==> config.mk <==
export PLATFORM = sky130hd
export DESIGN_NAME = load_store_unit
export DESIGN_NICKNAME = d
export VERILOG_FILES = /design/src/rtl/mips_mem_defs_pkg.sv /design/src/rtl/lsu_byte_lane.sv /design/src/rtl/load_store_unit.sv
export SDC_FILE = /design/constraint.sdc
export NUM_CORES = 1
export LEC_CHECK = 0
export ABC_CLOCK_PERIOD_IN_PS = 5400
export BUFFER_PORTS_ARGS = -buffer_cell sky130_fd_sc_hd__buf_2
export CORE_UTILIZATION = 50
export DETAILED_ROUTE_END_ITERATION = 10
export PLACE_DENSITY = 0.82
export SYNTH_ARGS = -nofsm -noshare
export SYNTH_HDL_FRONTEND = slang
export SYNTH_SLANG_ARGS = --single-unit
==> constraint.sdc <==
create_clock -name clk -period 5.4 [get_ports clk]
set_input_delay 0 -clock clk [delete_from_list [all_inputs] [get_ports clk]]
set_output_delay 0 -clock clk [all_outputs]
set_load 0.02 [all_outputs]
==> src/rtl/mips_mem_defs_pkg.sv <==
// Shared op/state encodings and request-legality helpers for the load/store unit.
package mips_mem_defs;

    localparam int unsigned WORD_W = 32;
    localparam int unsigned OP_W_BITS = 3;

    localparam logic [OP_W_BITS-1:0] OP_B  = 3'b000;
    localparam logic [OP_W_BITS-1:0] OP_H  = 3'b001;
    localparam logic [OP_W_BITS-1:0] OP_W  = 3'b010;
    localparam logic [OP_W_BITS-1:0] OP_BU = 3'b100;
    localparam logic [OP_W_BITS-1:0] OP_HU = 3'b101;

    localparam logic [1:0] SIZE_B = 2'b00;
    localparam logic [1:0] SIZE_H = 2'b01;
    localparam logic [1:0] SIZE_W = 2'b10;

    typedef enum logic [1:0] {
        IDLE = 2'b00,
        RD   = 2'b01,
        WAIT = 2'b10,
        WR   = 2'b11
    } lsuState_e;

    // Loads reject 011 and 11x; stores use only op[1:0] and reject 1xx and x11.
    function automatic logic opIllegal(input logic isStore, input logic [OP_W_BITS-1:0] op);
        if (isStore) begin
            return op[2] || (op[1:0] == 2'b11);
        end
        return (op[1:0] == 2'b11) || (op[2] && op[1]);
    endfunction

    function automatic logic addrMisaligned(input logic [1:0] size, input logic [1:0] addrLo);
        return ((size == SIZE_H) && addrLo[0]) || ((size == SIZE_W) && (addrLo != 2'b00));
    endfunction

endpackage

==> src/rtl/lsu_byte_lane.sv <==
// Combinational lane steering: extracts/extends load data and merges sub-word store data.
module lsu_byte_lane
    import mips_mem_defs::*;
(
    input  logic [WORD_W-1:0]    rdata,
    input  logic [WORD_W-1:0]    wdata,
    input  logic [1:0]           lane,
    input  logic [OP_W_BITS-1:0] op,
    output logic [WORD_W-1:0]    loadVal,
    output logic [WORD_W-1:0]    mergeVal
);

    logic [WORD_W-1:0] shifted;
    logic [7:0]        byteVal;
    logic [15:0]       halfVal;

    // Extract: move the addressed lane to bit 0, then extend per op.
    always_comb begin
        shifted = rdata >> {lane, 3'b000};
        byteVal = shifted[7:0];
        halfVal = shifted[15:0];
        case (op[1:0])
            SIZE_B:  loadVal = op[2] ? {24'b0, byteVal} : {{24{byteVal[7]}}, byteVal};
            SIZE_H:  loadVal = op[2] ? {16'b0, halfVal} : {{16{halfVal[15]}}, halfVal};
            default: loadVal = rdata;
        endcase
    end

    // Merge: overlay the right-aligned store data onto the old word at the addressed lane.
    always_comb begin
        mergeVal = rdata;
        if (op[1:0] == SIZE_B) begin
            case (lane)
                2'd0:    mergeVal[7:0]   = wdata[7:0];
                2'd1:    mergeVal[15:8]  = wdata[7:0];
                2'd2:    mergeVal[23:16] = wdata[7:0];
                default: mergeVal[31:24] = wdata[7:0];
            endcase
        end else if (op[1:0] == SIZE_H) begin
            if (lane[1]) begin
                mergeVal[31:16] = wdata[15:0];
            end else begin
                mergeVal[15:0] = wdata[15:0];
            end
        end
    end

endmodule

==> src/rtl/load_store_unit.sv <==
// Load/store front end for a word-only DataMemory: sub-word loads, read-modify-write
// sub-word stores, and misalignment/illegal-op rejection without memory access.
module load_store_unit
    import mips_mem_defs::*;
#(
    parameter int unsigned DATA_W = 32,
    parameter int unsigned MEM_AW = 32
) (
    input  logic                 clk,
    input  logic                 rst,
    input  logic                 req_valid,
    output logic                 req_ready,
    input  logic                 req_store,
    input  logic [2:0]           req_op,
    input  logic [31:0]          req_addr,
    input  logic [DATA_W-1:0]    req_wdata,
    output logic [DATA_W-1:0]    load_data,
    output logic                 done,
    output logic                 misalign,
    output logic [MEM_AW-1:0]    mem_addr,
    output logic [DATA_W-1:0]    mem_wdata,
    input  logic [DATA_W-1:0]    mem_rdata,
    output logic                 mem_we,
    output logic                 mem_re
);

    lsuState_e          state;
    logic [2:0]         opReg;
    logic [31:0]        addrReg;
    logic               storeReg;
    logic [DATA_W-1:0]  wbuf;
    logic [DATA_W-1:0]  loadData;
    logic               doneReg;
    logic               misReg;
    logic [DATA_W-1:0]  laneLoad;
    logic [DATA_W-1:0]  laneMerge;
    logic               reqBad;

    assign reqBad = opIllegal(req_store, req_op) || addrMisaligned(req_op[1:0], req_addr[1:0]);

    lsu_byte_lane uLane (
        .rdata    (mem_rdata),
        .wdata    (wbuf),
        .lane     (addrReg[1:0]),
        .op       (opReg),
        .loadVal  (laneLoad),
        .mergeVal (laneMerge)
    );

    // wbuf holds the raw store data until WAIT replaces it with the merged word.
    always_ff @(posedge clk or posedge rst) begin
        if (rst) begin
            state    <= IDLE;
            opReg    <= '0;
            addrReg  <= '0;
            storeReg <= 1'b0;
            wbuf     <= '0;
            loadData <= '0;
            doneReg  <= 1'b0;
            misReg   <= 1'b0;
        end else begin
            doneReg <= 1'b0;
            misReg  <= 1'b0;
            case (state)
                IDLE: begin
                    if (req_valid) begin
                        opReg    <= req_op;
                        addrReg  <= req_addr;
                        storeReg <= req_store;
                        wbuf     <= req_wdata;
                        if (reqBad) begin
                            doneReg <= 1'b1;
                            misReg  <= 1'b1;
                        end else if (req_store && (req_op[1:0] == SIZE_W)) begin
                            state <= WR;
                        end else begin
                            state <= RD;
                        end
                    end
                end
                RD: state <= WAIT;
                WAIT: begin
                    if (storeReg) begin
                        wbuf  <= laneMerge;
                        state <= WR;
                    end else begin
                        loadData <= laneLoad;
                        doneReg  <= 1'b1;
                        state    <= IDLE;
                    end
                end
                WR: begin
                    doneReg <= 1'b1;
                    state   <= IDLE;
                end
                default: state <= IDLE;
            endcase
        end
    end

    assign req_ready = (state == IDLE);
    assign mem_re    = (state == RD);
    assign mem_we    = (state == WR);
    assign mem_addr  = MEM_AW'(addrReg[31:2]);
    assign mem_wdata = wbuf;
    assign load_data = loadData;
    assign done      = doneReg;
    assign misalign  = misReg;

endmodule

==> results of run 1 <==
-- cells by family (layout without fill, tap and decap cells) --
logic type             Yosys count  after routing
multiplexers                    75             75
AO/OA/AOI/OAI                  106            106
other                            1              2
flip-flops                     104            104
buffers and inverters           76            302
AND/OR/NAND/NOR                165            165
-- flip-flops by register name, summed over array words and instances, names as in the netlist --
name,count
addrReg,32
load_data,32
mem_wdata,32
opReg,3
state,2
done,1
misalign,1
storeReg,1
-- per-stage QoR --
step	instances	worst slack, ns	total power [mW]	utilization [%]
6_report	890	2.35	4.42	68.7
5_1_grt	890	2.12	4.66	68.7
4_1_cts	890	2.46	4.37	68.7
3_5_place_dp	798	2.58	3.82	59.7
3_3_place_gp	798	2.75	3.74	59.7
2_1_floorplan	528	2.67	3.28	-
-- Yosys cell counts (all sizes together) (8+ instances only) --
master and n:
nand2 54, clkbuf 19, a21oi 25, dfrtp 104
nor2 34, mux2 49, o31ai 9, o22ai 8
mux2i 25, buf 54, o211ai 9, o21ai 18
nand3 41, a31oi 10, nand2b 11, nor4b 9
-- layout make-up --
class | instances | area, um^2 | share of cell area, %
timing repair buffer | 284 | 1820 | 25.4
clock inverter | 4 | 20.0 | 0.280
clock buffer | 11 | 151 | 2.11
sequential | 104 | 2600 | 36.3
multi-input combinational | 348 | 2380 | 33.3
inverter | 3 | 13.8 | 0.192
tap | 136 | 170 | 2.38
-- power breakdown --
| part | total (mW) | internal [mW] | switching (mW) |
|---|---|---|---|
| Sequential | 1.55 | 1.17 | 0.376 |
| Clock | 0.451 | 0.188 | 0.263 |
| Combinational | 2.43 | 0.997 | 1.43 |
| Total | 4.42 | 2.35 | 2.07 |
-- routing by layer --
metal | share of wire (%) | routed length, um | GRT usage, %
met3 | 8.4 | 1470 | 4.78
met1 | 39 | 6770 | 39.2
met4 | 4.1 | 712 | 16.5
met5 | 0 | 0 | 0
met2 | 49 | 8600 | 52.1
-- worst max path at each step --
stage / start / end / slack (ns) / cells after the start
detailed placement: addrReg[0] / mem_wdata[13] / 2.58 / 4
CTS: opReg[1] / mem_wdata[2] / 2.46 / 4
global route: opReg[1] / mem_wdata[7] / 2.12 / 5
finish: opReg[1] / mem_wdata[7] / 2.35 / 5
floorplan: rst / addrReg[0] / 2.67 / 1
global placement: addrReg[0] / mem_wdata[11] / 2.75 / 4
-- worst max-delay path, stage by stage (launching register included) --
cell           delay (ns)
dfrtp_1              1.01
inv_1                0.47
a311oi_4             0.66
nor2_1               0.10
a31oi_1              0.17
dlygate4sd3_1        0.57
==> reports/metrics.cfg, run 1 <==
[worst_setup_path]
rr_endpoint = mem_wdata[7]
r2r_cells = 5
cp-start-kind = register
cp.required_ns = 5.71
worstPathMaxFanout = 32
worst_setup_path_end_kind = register
arrival_ns = 3.36
r2r_slack_ns = 2.35
worstSetupPathType = reg -> reg
reg2reg_from = opReg[1]

[min_path]
hold_class = in -> reg
hold_end = mem_wdata[12]
holdPathStages = 4
min_from = req_wdata[12]

[sta]
slew_headroom_pct = 14.8
skew_ns = 0.0130
fin_crit_ns = 3.05
fmax_mhz = 328
setup_viol = 0
worstMarginPinSlew_ns = 1.24
rsz0062_at_grt = false
slew_violations = 0
finalHoldViolations = 0
finalCritPeriodShare_pct = 56.5
hold_slack_ns = 0.0183
tns_ns = 0

[placed_design]
port_buffers = 201
hpwl_um = 12000
post_dp_cell_area_um2 = 6220
gp_congestion = 0.954

[synthesis]
synth.mux.area_fraction_pct = 15.2
synthCells = 527
synthXorXnorAreaFrac_pct = 0
synth-edff-count = 0
synth_top_family_by_area = multiplexers
yosys.area.top_type = dfrtp_1
ys.warnings.count = 0
yosys.area_share.simple_pct = 14.8
yosysUniqueCellTypes = 43
syn_area_um2 = 5410
synth-seq-cells = 104
synth_area_per_cell_um2 = 10.3
synthArstFlopShare_pct = 100
synth_compound_area_share_pct = 13.7
synth_ff_type = dfrtp_1
synthTopCellsByArea = dfrtp_1 48%, mux2_2 10%, buf_4 4.7%
synth_top_area_share_pct = 48.1
synthAdderAreaFrac_pct = 0
ys_seq_area_share_pct = 48.1

[cells_and_area]
fillers = 799
final_common_cell = buf_2
stdcell_area_um2 = 7160
antennaDiodeCount = 0
drive_above_1_share_pct = 37.1
area_growth_pct = 32.3
mostFrequentLayoutCells = 201 x buf_2, 104 x dfrtp_1, 77 x dlygate4sd3_1, 54 x nand2_1, 49 x mux2_2
final_nets = 853

[power_and_ir_drop]
power.density_nw_per_um2 = 618
leakagePower_nw = 3.37
ir_worst_vdd_mv = 0.311

[clock_tree]
clk_pin_slew_ns = 0.10
ctsHoldBuffers = 77
cts_buffers = 9
cts_resized = 0
cts_buffer_depth = 2
root_buffer = clkbuf_8
clkSinkCount = 104
clkLatencyLatePin_ns = 0.37
cts_setup_buffers = 0
htree_levels = 3
cts_tree = done

[routing]
drtAntennaViolNets = 0
wl_per_cell_um = 19.7
routed_wl_um = 17600
avgViaCountPerCell = 5.83
drtIter0Drc = 501
drc = 0
vias = 5190
drt-pass1-iter-count = 5

[grt]
grt_util_all_layers_pct = 31.2
overflow = 0
grt_first_pass_wirelength_um = 26900
antenna_found_initial = 0
grt_max_degree = 58
first_global_vias = 5080

[floorplanning]
die_width_um = 106
fp.dieH_um = 106
die-area_um2 = 11200
start_util_pct = 52.0
core_um2 = 10400
boundaryPins = 204
fp-row-count = 37

[run_status]
status = finished clean

[job]
maxCapViolCount = 0

Note: power is estimated with default switching activity, not from simulation.
==> inputs of run 2 (changes only) <==
--- a/config.mk
+++ b/config.mk
@@ -5,7 +5,7 @@
 export SDC_FILE = /design/constraint.sdc
 export NUM_CORES = 1
 export LEC_CHECK = 0
-export ABC_CLOCK_PERIOD_IN_PS = 5400
+export ABC_CLOCK_PERIOD_IN_PS = 3000
 export BUFFER_PORTS_ARGS = -buffer_cell sky130_fd_sc_hd__buf_2
 export CORE_UTILIZATION = 50
 export DETAILED_ROUTE_END_ITERATION = 10
==> constraint.sdc (replaced) <==
create_clock -name clk -period 3 [get_ports clk]
set_input_delay 0 -clock clk [delete_from_list [all_inputs] [get_ports clk]]
set_output_delay 0 -clock clk [all_outputs]
set_load 0.02 [all_outputs]
==> reports/metrics.cfg, run 2 (synthesized netlist as in run 1, its figures left out) <==
[placed_design]
port_buffers = 201  ; unchanged
gp_congestion = 0.989  ; +3.7%
hpwl_um = 11900  ; -0.89%

[grt]
grt_first_pass_wirelength_um = 27400  ; +1.9%
overflow = 0  ; unchanged
first_global_vias = 5244  ; +3.2%
grt_util_all_layers_pct = 32.0  ; +0.71 points
antenna_found_initial = 0  ; unchanged
grt_max_degree = 78  ; +34%

[sta]
slew_violations = 0  ; unchanged
rsz0062_at_grt = false
setup_viol = 0  ; unchanged
slew_headroom_pct = 37.7  ; +23 points
worstMarginPinSlew_ns = 0.934  ; -0.308 ns
skew_ns = 0.0132  ; +0.000200 ns
fmax_mhz = 367  ; +12%
hold_slack_ns = 0.0122  ; -0.00613 ns
fin_crit_ns = 2.73  ; -0.324 ns
tns_ns = 0  ; unchanged
finalHoldViolations = 0  ; unchanged
finalCritPeriodShare_pct = 90.8  ; +34 points

[worst_setup_path]
r2r_cells = 6  ; +1
worstSetupPathType = reg -> reg
r2r_slack_ns = 0.27  ; -2.08 ns
arrival_ns = 3.03  ; -0.33 ns
worst_setup_path_end_kind = register
cp.required_ns = 3.30  ; -2.41 ns
rr_endpoint = mem_wdata[2]
cp-start-kind = register
reg2reg_from = addrReg[0]
worstPathMaxFanout = 16  ; -50%

[clock_tree]
clk_pin_slew_ns = 0.10  ; about the same
cts_resized = 0  ; unchanged
cts_buffers = 9  ; unchanged
clkLatencyLatePin_ns = 0.37  ; about the same
cts_setup_buffers = 0  ; unchanged
clkSinkCount = 104  ; unchanged
cts_tree = done
cts_buffer_depth = 2  ; unchanged
ctsHoldBuffers = 78  ; +1.3%
htree_levels = 3  ; unchanged
root_buffer = clkbuf_8

[routing]
maxUsedRoutingLayer = met4
drc = 0  ; unchanged
vias = 5319  ; +2.5%
drt-pass1-iter-count = 7  ; +2
met2_length_um = 8430  ; -1.9%
wl_per_cell_um = 19.9  ; +0.82%
routed_wl_um = 17800  ; +1.6%
drtAntennaViolNets = 0  ; unchanged
drtIter0Drc = 618  ; +23%
dr_wl_met3_um = 1550  ; +4.9%
met1_length_um = 6860  ; +1.3%
avgViaCountPerCell = 5.93  ; +1.7%

[floorplanning]
boundaryPins = 204  ; unchanged
die_width_um = 106  ; unchanged
fp.dieH_um = 106  ; unchanged
start_util_pct = 52.0  ; unchanged
fp-row-count = 37  ; unchanged
core_um2 = 10400  ; unchanged
die-area_um2 = 11200  ; unchanged

[min_path]
hold_class = in -> reg
min_from = req_wdata[12]
hold_end = mem_wdata[12]
holdPathStages = 4  ; unchanged

[cells_and_area]
mostFrequentLayoutCells = 201 x buf_2, 104 x dfrtp_1, 78 x dlygate4sd3_1, 54 x nand2_1, 49 x mux2_2
finish.utilization_pct = 69.5  ; +0.72 points
area_growth_pct = 33.6
antennaDiodeCount = 0  ; unchanged
final_common_cell = buf_2
drive_above_1_share_pct = 37.3  ; +0.18 points
fillers = 748  ; -6.4%
final_nets = 859  ; +0.70%

[power_and_ir_drop]
ir_worst_vdd_mv = 0.506  ; +63%
leakagePower_nw = 3.39  ; +0.80%
power.density_nw_per_um2 = 1120  ; +81%

[run_status]
status = finished clean

[job]
maxCapViolCount = 0  ; unchanged

## run 2: changes by cell type in the layout (fill, tap and decap cells not counted), sizes merged
cell         change
buf              +5
dlygate4sd3      +1
clkinvlp         +2
clkbuf           +1
bufinv           +1
clkinv           -3
## run 2: routing by layer
metal  vias to the layer above  GRT usage [%]
met1                      2545           40.5
met3                        93           5.64
met2                       361           50.8
li1                       2320              -
met5                         -              0
met4                         0           20.0
## run 2: cell type report
type                       count  area [um^2]  share of cell area, %
sequential                   104         2600                   36.0
multi-input combinational    348         2380                   32.9
timing repair buffer         290         1870                   25.8
tap                          136          170                   2.35
clock buffer                  12          145                   2.01
clock inverter                 4         53.8                  0.744
inverter                       3         13.8                  0.190
## run 2: per-stage QoR
step	power [mW]	setup slack (ns)	cell area, um^2	instances
6_report	8.11	0.275	7240	897
5_1_grt	8.55	0.155	7240	897
4_1_cts	7.98	0.390	7240	897
3_5_place_dp	6.90	0.597	6260	803
3_3_place_gp	6.75	0.736	6260	803
2_1_floorplan	5.91	0.268	5420	528
## run 2: critical path, cell delays in order, from the launching register on
cell	delay, ns
dfrtp_1	0.69
buf_4	0.30
nand2b_1	0.13
a311oi_4	0.65
nor2_1	0.12
a31oi_1	0.17
dlygate4sd3_1	0.60
## run 2: worst max path at each step
stage,slack (ns),cells past startpoint,to,from
2_1_floorplan,0.27,1,addrReg[0],rst
4_1_cts,0.39,6,mem_wdata[0],addrReg[0]
3_5_place_dp,0.60,5,load_data[29],state[0]
3_3_place_gp,0.74,5,load_data[20],state[0]
6_report,0.27,6,mem_wdata[2],addrReg[0]
5_1_grt,0.16,6,mem_wdata[4],addrReg[0]
## run 2: power breakdown
group | total (mW) | switching [mW] | internal (mW)
Combinational | 4.48 | 2.66 | 1.82
Clock | 0.898 | 0.486 | 0.411
Sequential | 2.74 | 0.630 | 2.11
Total | 8.11 | 3.78 | 4.34
